<file path="src/rtl/qs_nios2_oci_pkg.sv">
`default_nettype none
// ============================================================================
// Module   : qs_nios2_oci_pkg
// Purpose  : Shared widths and state encoding for the OCI DCT trace packer.
// Contents : UNIT_W / UNITS / DCT_W / DCT_CNT_W, CNT_FULL, state_e.
// Revision : 1.0 - initial release
// ============================================================================
package qs_nios2_oci_pkg;

  localparam int UNIT_W    = 2;               // bits per trace code
  localparam int UNITS     = 15;              // trace codes per frame
  localparam int DCT_W     = UNIT_W * UNITS;  // 30-bit frame
  localparam int DCT_CNT_W = 4;               // holds 0..15

  localparam logic [DCT_CNT_W-1:0] CNT_FULL = DCT_CNT_W'(UNITS);

  typedef enum logic [1:0] {
    RUN   = 2'd0,
    DRAIN = 2'd1,
    ENDED = 2'd2
  } state_e;

endpackage : qs_nios2_oci_pkg
`default_nettype wire

</file>
<file path="src/rtl/qs_nios2_oci_dct_outreg.sv">
`default_nettype none
// ============================================================================
// Module   : qs_nios2_oci_dct_outreg
// Purpose  : One-deep valid/ready output register for packed DCT frames.
//            A load always wins; otherwise the frame drops once accepted.
// Ports    : clk, reset        - clock, synchronous active-high reset
//            load_i            - capture load_data_i/load_count_i this cycle
//            load_data_i/_count_i - frame contents to capture
//            ready_i           - consumer accepts the current frame
//            valid_o/data_o/count_o - registered frame outputs
//            free_o            - register can take a load this cycle
// Revision : 1.0 - initial release
// ============================================================================
module qs_nios2_oci_dct_outreg
  import qs_nios2_oci_pkg::*;
(
  input  logic                 clk,
  input  logic                 reset,
  input  logic                 load_i,
  input  logic [DCT_W-1:0]     load_data_i,
  input  logic [DCT_CNT_W-1:0] load_count_i,
  input  logic                 ready_i,
  output logic                 valid_o,
  output logic [DCT_W-1:0]     data_o,
  output logic [DCT_CNT_W-1:0] count_o,
  output logic                 free_o
);

  logic                 valid_q;
  logic [DCT_W-1:0]     data_q;
  logic [DCT_CNT_W-1:0] count_q;

  // Free when empty or when the current frame leaves this cycle.
  assign free_o = !valid_q || ready_i;

  always_ff @(posedge clk) begin
    if (reset) begin
      valid_q <= 1'b0;
      data_q  <= '0;
      count_q <= '0;
    end else if (load_i) begin
      valid_q <= 1'b1;
      data_q  <= load_data_i;
      count_q <= load_count_i;
    end else if (ready_i) begin
      valid_q <= 1'b0;
    end
  end

  assign valid_o = valid_q;
  assign data_o  = data_q;
  assign count_o = count_q;

endmodule : qs_nios2_oci_dct_outreg
`default_nettype wire

</file>
<file path="src/rtl/qs_nios2_oci_dct_packer.sv">
`default_nettype none
// ============================================================================
// Module   : qs_nios2_oci_dct_packer
// Purpose  : Packs 2-bit trace codes into 30-bit DCT frames (up to 15 units),
//            flushes partial frames on request / idle / end-of-test, and
//            sequences the test_ending -> test_has_ended drain.
// Ports    : tm_valid/tm_code/tm_ready   - trace code input handshake
//            flush_req                   - emit the partial buffer
//            test_ending/test_has_ended  - end-of-test drain handshake
//            frame_valid/data/count/ready - packed frame output handshake
//            dct_buffer/dct_count        - live accumulator view
// Revision : 1.0 - initial release
// ============================================================================
module qs_nios2_oci_dct_packer
  import qs_nios2_oci_pkg::*;
#(
  parameter int IDLE_FLUSH = 64
) (
  input  logic                 clk,
  input  logic                 reset,
  input  logic                 tm_valid,
  input  logic [UNIT_W-1:0]    tm_code,
  output logic                 tm_ready,
  input  logic                 flush_req,
  input  logic                 test_ending,
  output logic                 frame_valid,
  output logic [DCT_W-1:0]     frame_data,
  output logic [DCT_CNT_W-1:0] frame_count,
  input  logic                 frame_ready,
  output logic [DCT_W-1:0]     dct_buffer,
  output logic [DCT_CNT_W-1:0] dct_count,
  output logic                 test_has_ended
);

  localparam int IDLE_W = (IDLE_FLUSH > 0) ? $clog2(IDLE_FLUSH + 1) : 1;
  // With IDLE_FLUSH == 0 the counter is pinned at zero and never triggers.
  localparam logic [IDLE_W-1:0] IDLE_MAX = IDLE_W'(IDLE_FLUSH);
  localparam logic              IDLE_EN  = (IDLE_FLUSH > 0);

  logic [DCT_W-1:0]     buf_q,   buf_d;
  logic [DCT_CNT_W-1:0] cnt_q,   cnt_d;
  logic [IDLE_W-1:0]    idle_q,  idle_d;
  logic                 flush_q, flush_d;
  state_e               state_q, state_d;
  logic                 ended_q, ended_d;

  logic w_out_free, w_accept, w_idle_hit, w_flush_now, w_xfer;

  qs_nios2_oci_dct_outreg u_outreg (
    .clk          (clk),
    .reset        (reset),
    .load_i       (w_xfer),
    .load_data_i  (buf_q),
    .load_count_i (cnt_q),
    .ready_i      (frame_ready),
    .valid_o      (frame_valid),
    .data_o       (frame_data),
    .count_o      (frame_count),
    .free_o       (w_out_free)
  );

  always_comb begin
    // Held low during reset so no code is taken while state is being cleared.
    tm_ready    = !reset && (state_q == RUN) && ((cnt_q != CNT_FULL) || w_out_free);
    w_accept    = tm_valid && tm_ready;
    w_idle_hit  = IDLE_EN && (idle_q == IDLE_MAX) && (cnt_q != '0);
    // New flush triggers act in the cycle they appear; flush_q keeps them
    // alive while the output register is blocked.
    w_flush_now = flush_q || flush_req || w_idle_hit || (state_q == DRAIN);
    w_xfer      = w_out_free && ((cnt_q == CNT_FULL) || (w_flush_now && (cnt_q != '0)));

    buf_d = buf_q;
    cnt_d = cnt_q;
    if (w_xfer && w_accept) begin
      buf_d = {{(DCT_W-UNIT_W){1'b0}}, tm_code};
      cnt_d = DCT_CNT_W'(1);
    end else if (w_xfer) begin
      buf_d = '0;
      cnt_d = '0;
    end else if (w_accept) begin
      buf_d = {buf_q[DCT_W-UNIT_W-1:0], tm_code};
      cnt_d = cnt_q + DCT_CNT_W'(1);
    end

    // Requests against an empty buffer are dropped rather than remembered.
    flush_d = w_flush_now && !w_xfer && (cnt_q != '0);

    idle_d = idle_q;
    if (w_accept || w_xfer)   idle_d = '0;
    else if (idle_q != IDLE_MAX) idle_d = idle_q + IDLE_W'(1);

    state_d = state_q;
    case (state_q)
      RUN:     if (test_ending) state_d = DRAIN;
      DRAIN:   if ((cnt_q == '0) && !frame_valid) state_d = ENDED;
      ENDED:   state_d = ENDED;
      default: state_d = RUN;
    endcase

    ended_d = ended_q || (state_d == ENDED);
  end

  always_ff @(posedge clk) begin
    if (reset) begin
      buf_q   <= '0;
      cnt_q   <= '0;
      idle_q  <= '0;
      flush_q <= 1'b0;
      state_q <= RUN;
      ended_q <= 1'b0;
    end else begin
      buf_q   <= buf_d;
      cnt_q   <= cnt_d;
      idle_q  <= idle_d;
      flush_q <= flush_d;
      state_q <= state_d;
      ended_q <= ended_d;
    end
  end

  assign dct_buffer     = buf_q;
  assign dct_count      = cnt_q;
  assign test_has_ended = ended_q;

endmodule : qs_nios2_oci_dct_packer
`default_nettype wire

</file>
<file path="config.mk">
export PLATFORM = sky130hd
export DESIGN_NAME = qs_nios2_oci_dct_packer
export DESIGN_NICKNAME = d
export VERILOG_FILES = /design/src/rtl/qs_nios2_oci_pkg.sv /design/src/rtl/qs_nios2_oci_dct_outreg.sv /design/src/rtl/qs_nios2_oci_dct_packer.sv
export SDC_FILE = /design/constraint.sdc
export NUM_CORES = 1
export LEC_CHECK = 0
export ABC_AREA = 1
export CAP_MARGIN = 0
export CORE_MARGIN = 1.5
export CORE_UTILIZATION = 52
export CTS_BUF_LIST = sky130_fd_sc_hd__clkbuf_4 sky130_fd_sc_hd__clkbuf_8 sky130_fd_sc_hd__clkbuf_16
export CTS_CLUSTER_DIAMETER = 40
export DETAILED_ROUTE_END_ITERATION = 10
export PLACE_DENSITY_LB_ADDON = 0.25
export SYNTH_ARGS = -nofsm -noshare
export SYNTH_HDL_FRONTEND = slang
export SYNTH_HIERARCHICAL = 1
export SYNTH_SLANG_ARGS = --single-unit
</file>
<file path="constraint.sdc">
create_clock -name clk -period 3.27 [get_ports clk]
set_input_delay 0.654 -clock clk [delete_from_list [all_inputs] [get_ports clk]]
set_output_delay 0.654 -clock clk [all_outputs]
set_load 0.005 [all_outputs]
</file>
==> results.cfg, run 1 <==
[status]
outcome = completed

[sta]
tightest_slew_ns = 0.913
finalSetupViolCount = 0
fin_tns_setup_ns = 0
post-route-period-util = 0.872
rsz0062_at_grt = false
finClkSkew_ns = 0.00688
final_max_slew_viol_count = 0
timing.hold.ws_ns = 0.466
final_hold_viol_count = 0
min_period_ns = 2.85
relSlewSlack = 0.391
max_freq_ghz = 0.351

[global_route]
grt_pass1_wl_microns = 11800
grt_pass1_vias = 2583
grtUsageTotal = 0.235
antenna_found_initial = 0
grt_max_degree = 36
overflow = 0

[synth]
syn_inst = 394
syn_avg_cell_area_sq_um = 7.82
async_flop_share = 0
synthSimpleGateAreaFrac = 0.266
synth-seq-cells = 80
synth_cell_types = 28
ys.flop_type = dfxtp_1
synth_warnings = 6
synth_top_family_by_area = simple AND/OR/NAND/NOR gates
synth_edf_count = 0
synth_compound_area_frac = 0.123
synth_area_sq_um = 3080
synth_nets = 406
synth_mux_area_frac = 0
synth_seq_area_share = 0.520
synthAdderAreaFrac = 0.0162
yosys.area_share.xor_xnor = 0

[cells_and_area]
diodes = 0
drive_above_1_share = 0.0657
syn2layout_area_growth_pct = 30.2
utilization = 0.716
nets = 479
final_area_sq_um = 4010
mostFrequentLayoutCells = nor2_1 (87), nand2_1 (86), dfxtp_1 (80), clkdlybuf4s50_1 (78), o21ai_0 (37)
layout_commonest_cell = nor2_1

[power_and_ir_drop]
p_leak_nw = 1.61
peakVddDrop_mv = 0.270
power_density_nw_per_um2 = 497
total_power_mw = 1.99

[clocking]
clk_pin_slew_ns = 0.08
clock-sinks = 80
worstSkewPairLatency_ns = 0.34
max-clock-path-buffers = 2
cts_buffers = 9
cts-resized-gates = 0
clockRootBuffer = clkbuf_8
cts_tree = yes
cts_hold_buffers = 0
cts_setup_buffers = 0
h-tree-depth = 3

[min_path]
whs_endpoint = idle_q[6]$_SDFFE_PP0P_
worstHoldStart = idle_q[6]$_SDFFE_PP0P_
min_path_type = flop to flop
holdPathStages = 2

[die]
fp.dieArea_sq_um = 6400
fp-row-count = 27
die_height_microns = 80.0
core_area_sq_um = 5610
start_util = 0.550
die_w_microns = 80.0
ios = 79

[place]
routabilityCongestion = 0.741
placed_cell_area_sq_um = 3820
io_buffers = 78
dp_hpwl_microns = 4580

[route]
firstDrtPassIters = 4
wl_per_cell_microns = 13.1
first_iter_violations = 143
drc = 0
viasPerCell = 5.07
vias = 2760
finalWirelength_microns = 7110
postRouteAntennaNets = 0

[setup_path]
cp-start-kind = input port
reg2reg_from = idle_q[0]$_SDFFE_PP0P_
crit_type = input port to output port
critPathRequiredTime_ns = 2.62
cp-startpoint = frame_ready
endpoint_kind = output port
cp.arrival_ns = 2.20
r2r_end = u_outreg/data_o[19]$_SDFFE_PP0P_
rrSetupSlack_ns = 0.83
r2r_cells = 13
crit_path_max_fanout = 4

[run]
maxCapViolations = 0
==> layout make-up <==
class,count,area (sq um)
Clock buffer,10,131
Clock inverter,6,60.1
Fill cell,461,1600
Inverter,22,83.8
Multi-Input combinational cell,274,1250
Sequential cell,80,1600
Tap cell,72,90.1
Timing Repair Buffer,80,796
==> metal layers <==
layer  routed length [microns]  GRT usage
met2                      3320      0.375
met3                       441     0.0583
met4                       114     0.0948
met1                      3240      0.304
met5                         0          0
==> sequential cells by signal (all words and copies together), names as in the netlist <==
signal and count:
state_q 2, u_outreg/valid_o 1, idle_q 7, dct_buffer 30
flush_q 1, u_outreg/count_o 4, u_outreg/data_o 30, dct_count 4
test_has_ended 1
==> cells in the mapped netlist, types with 2 or more instances <==
master	count	area, sq um
buf_6	7	78.8
buf_2	3	15.0
ha_1	4	50.1
clkbuf_2	3	15.0
nand3_1	5	25.0
buf_4	2	15.0
clkbuf_4	3	22.5
dfxtp_1	80	1600
nand2_1	86	323
nand3_2	2	20.0
nand2_4	2	22.5
a21oi_1	36	180
nor2_1	87	327
nor3_1	3	15.0
nand4_1	3	18.8
inv_1	20	75.1
o21ai_0	37	185
==> where the power goes <==
group / internal [mW] / switching [mW] / leakage (nW)
combinational: 0.116 / 0.129 / 0.865
clock: 0.357 / 0.344 / 0.0955
sequential: 1.02 / 0.0286 / 0.649
==> kinds of logic (layout without fill, tap and decap cells) <==
group                      count (synthesis)  after routing
and+or+nand+nor                          195            195
DFF                                       80             80
AOI/OAI and AO/OA                         75             75
buffers and inverters                     40            118
adders and majority gates                  4              4
==> worst max path at each step <==
stage | slack (ns) | endpoint
after floorplan | 1.45 | tm_ready
after global placement | 0.48 | tm_ready
after detailed placement | 0.41 | tm_ready
after CTS | 0.42 | tm_ready
after global routing | 0.34 | tm_ready
final | 0.42 | tm_ready
==> critical path, stage by stage <==
cell             delay [ns]
clkdlybuf4s50_1        0.46
inv_1                  0.04
nand2_1                0.18
inv_1                  0.08
nand4_1                0.14
nand2_1                0.07
nor2_1                 0.08
clkdlybuf4s50_1        0.50
==> through the flow <==
step           setup slack [ns]  cells
2_1_floorplan              1.45    394
3_3_place_gp              0.481    528
3_5_place_dp              0.415    528
4_1_cts                   0.420    544
5_1_grt                   0.340    544
6_report                  0.418    544
(Power assumes the default switching activity.)
==> run 2, diff against run 1 <==
Settings changed: REMOVE_ABC_BUFFERS set to 1.
==> run 2 against run 1 <==
- register-to-register slack better by 0.33 ns
- non-clock buffer count is 1 higher
- setup slack better by 0.0055 ns
- count of clock-buffer cells in the layout is 1 higher
- sequential share of layout area is 0.062 points lower
- worst hold slack hardly changed
- flip-flop and latch count stayed put
- critical endpoint unchanged
==> results.cfg, run 2 (synthesis results as in run 1) <==
[global_route]
grt_max_degree = 36
overflow = 0
grtUsageTotal = 0.241
grt_pass1_wl_microns = 12100
antenna_found_initial = 0
grt_pass1_vias = 2802

[place]
io_buffers = 78
pre_cts_slack_ns = 0.434
dp_hpwl_microns = 4560
routabilityCongestion = 0.799

[status]
outcome = completed

[die]
core_area_sq_um = 5610
die_w_microns = 80.0
die_height_microns = 80.0
fp.dieArea_sq_um = 6400
fp-row-count = 27
start_util = 0.550
ios = 79

[power_and_ir_drop]
peakVddDrop_mv = 0.291
total_power_mw = 2.00
p_leak_nw = 1.62
power_density_nw_per_um2 = 498

[cells_and_area]
utilization = 0.717
layout_commonest_cell = nor2_1
diodes = 0
syn2layout_area_growth_pct = 30.4
nets = 480
fillers = 447
drive_above_1_share = 0.0657
mostFrequentLayoutCells = nor2_1 (87), nand2_1 (86), dfxtp_1 (80), clkdlybuf4s50_1 (78), o21ai_0 (37)

[clocking]
h-tree-depth = 3
worstSkewPairLatency_ns = 0.34
cts_tree = yes
cts-resized-gates = 0
cts_hold_buffers = 0
max-clock-path-buffers = 2
cts_setup_buffers = 0
clk_pin_slew_ns = 0.07
clockRootBuffer = clkbuf_8
clock-sinks = 80
cts_buffers = 9

[sta]
setup_ws_ns = 0.423
min_period_ns = 2.85
relSlewSlack = 0.563
final_max_slew_viol_count = 0
final_hold_viol_count = 0
post-route-period-util = 0.871
tightest_slew_ns = 0.654
finalSetupViolCount = 0
timing.hold.ws_ns = 0.466
max_freq_ghz = 0.351
fin_tns_setup_ns = 0
rsz0062_at_grt = false
finClkSkew_ns = 0.00750

[setup_path]
slowest_stage = clkdlybuf4s50_1
crit_path_max_incr_delay_ns = 0.50
crit_type = input port to output port
critPathRequiredTime_ns = 2.62
cp-start-kind = input port
path_cells = clkdlybuf4s50_1 -> inv_1 -> nand2_1 -> inv_1 -> nand4_1 -> nand2_1 -> nor2_1 -> clkdlybuf4s50_1
endpoint_kind = output port
crit_path_max_fanout = 4
cp.arrival_ns = 2.19

[route]
wl_per_cell_microns = 13.2
first_iter_violations = 116
firstDrtPassIters = 4
postRouteAntennaNets = 0
finalWirelength_microns = 7180
viasPerCell = 5.20
drc = 0
vias = 2828

[min_path]
min_path_type = flop to flop

[run]
maxCapViolations = 0
run 2: cell type report:
cell class / instances / area (sq um) / share of cell area
timing repair buffer: 81 / 803 / 0.200
inverter: 22 / 83.8 / 0.0209
sequential: 80 / 1600 / 0.399
multi-input combinational: 274 / 1250 / 0.311
tap: 72 / 90.1 / 0.0224
clock inverter: 4 / 45.0 / 0.0112
clock buffer: 11 / 145 / 0.0361
run 2: layer usage:
metal	wire length [microns]	global-route usage	vias up
li1	-	-	1399
met1	3200	0.295	1329
met2	3370	0.397	82
met3	445	0.0549	18
met4	160	0.117	0
met5	0	0	-
run 2: final timing paths:
kind	depth (start not counted)	start	endpoint	slack, ns
min reg2reg	2	idle_q[6]$_SDFFE_PP0P_	idle_q[6]$_SDFFE_PP0P_	0.47
min	2	idle_q[6]$_SDFFE_PP0P_	idle_q[6]$_SDFFE_PP0P_	0.47
max	8	frame_ready	tm_ready	0.42
max reg2reg	13	idle_q[0]$_SDFFE_PP0P_	u_outreg/data_o[14]$_SDFFE_PP0P_	1.16
run 2: metrics by stage:
stage          cell area, sq um  instances
2_1_floorplan              2940        376
5_1_grt                    4020        544
6_report                   4020        544
3_5_place_dp               3830        529
3_3_place_gp               3830        529
4_1_cts                    4020        544
run 2: worst max-delay path, delay by kind of cell:
kind / cells / cell delay (ns)
buffers and inverters: 4 / 1.07
AND/OR/NAND/NOR: 4 / 0.47
run 2: report_power, final:
group	switching (mW)	total, mW	internal (mW)
registers	0.0277	1.05	1.02
clock network	0.332	0.706	0.374
logic	0.130	0.247	0.117
total	0.490	2.00	1.51
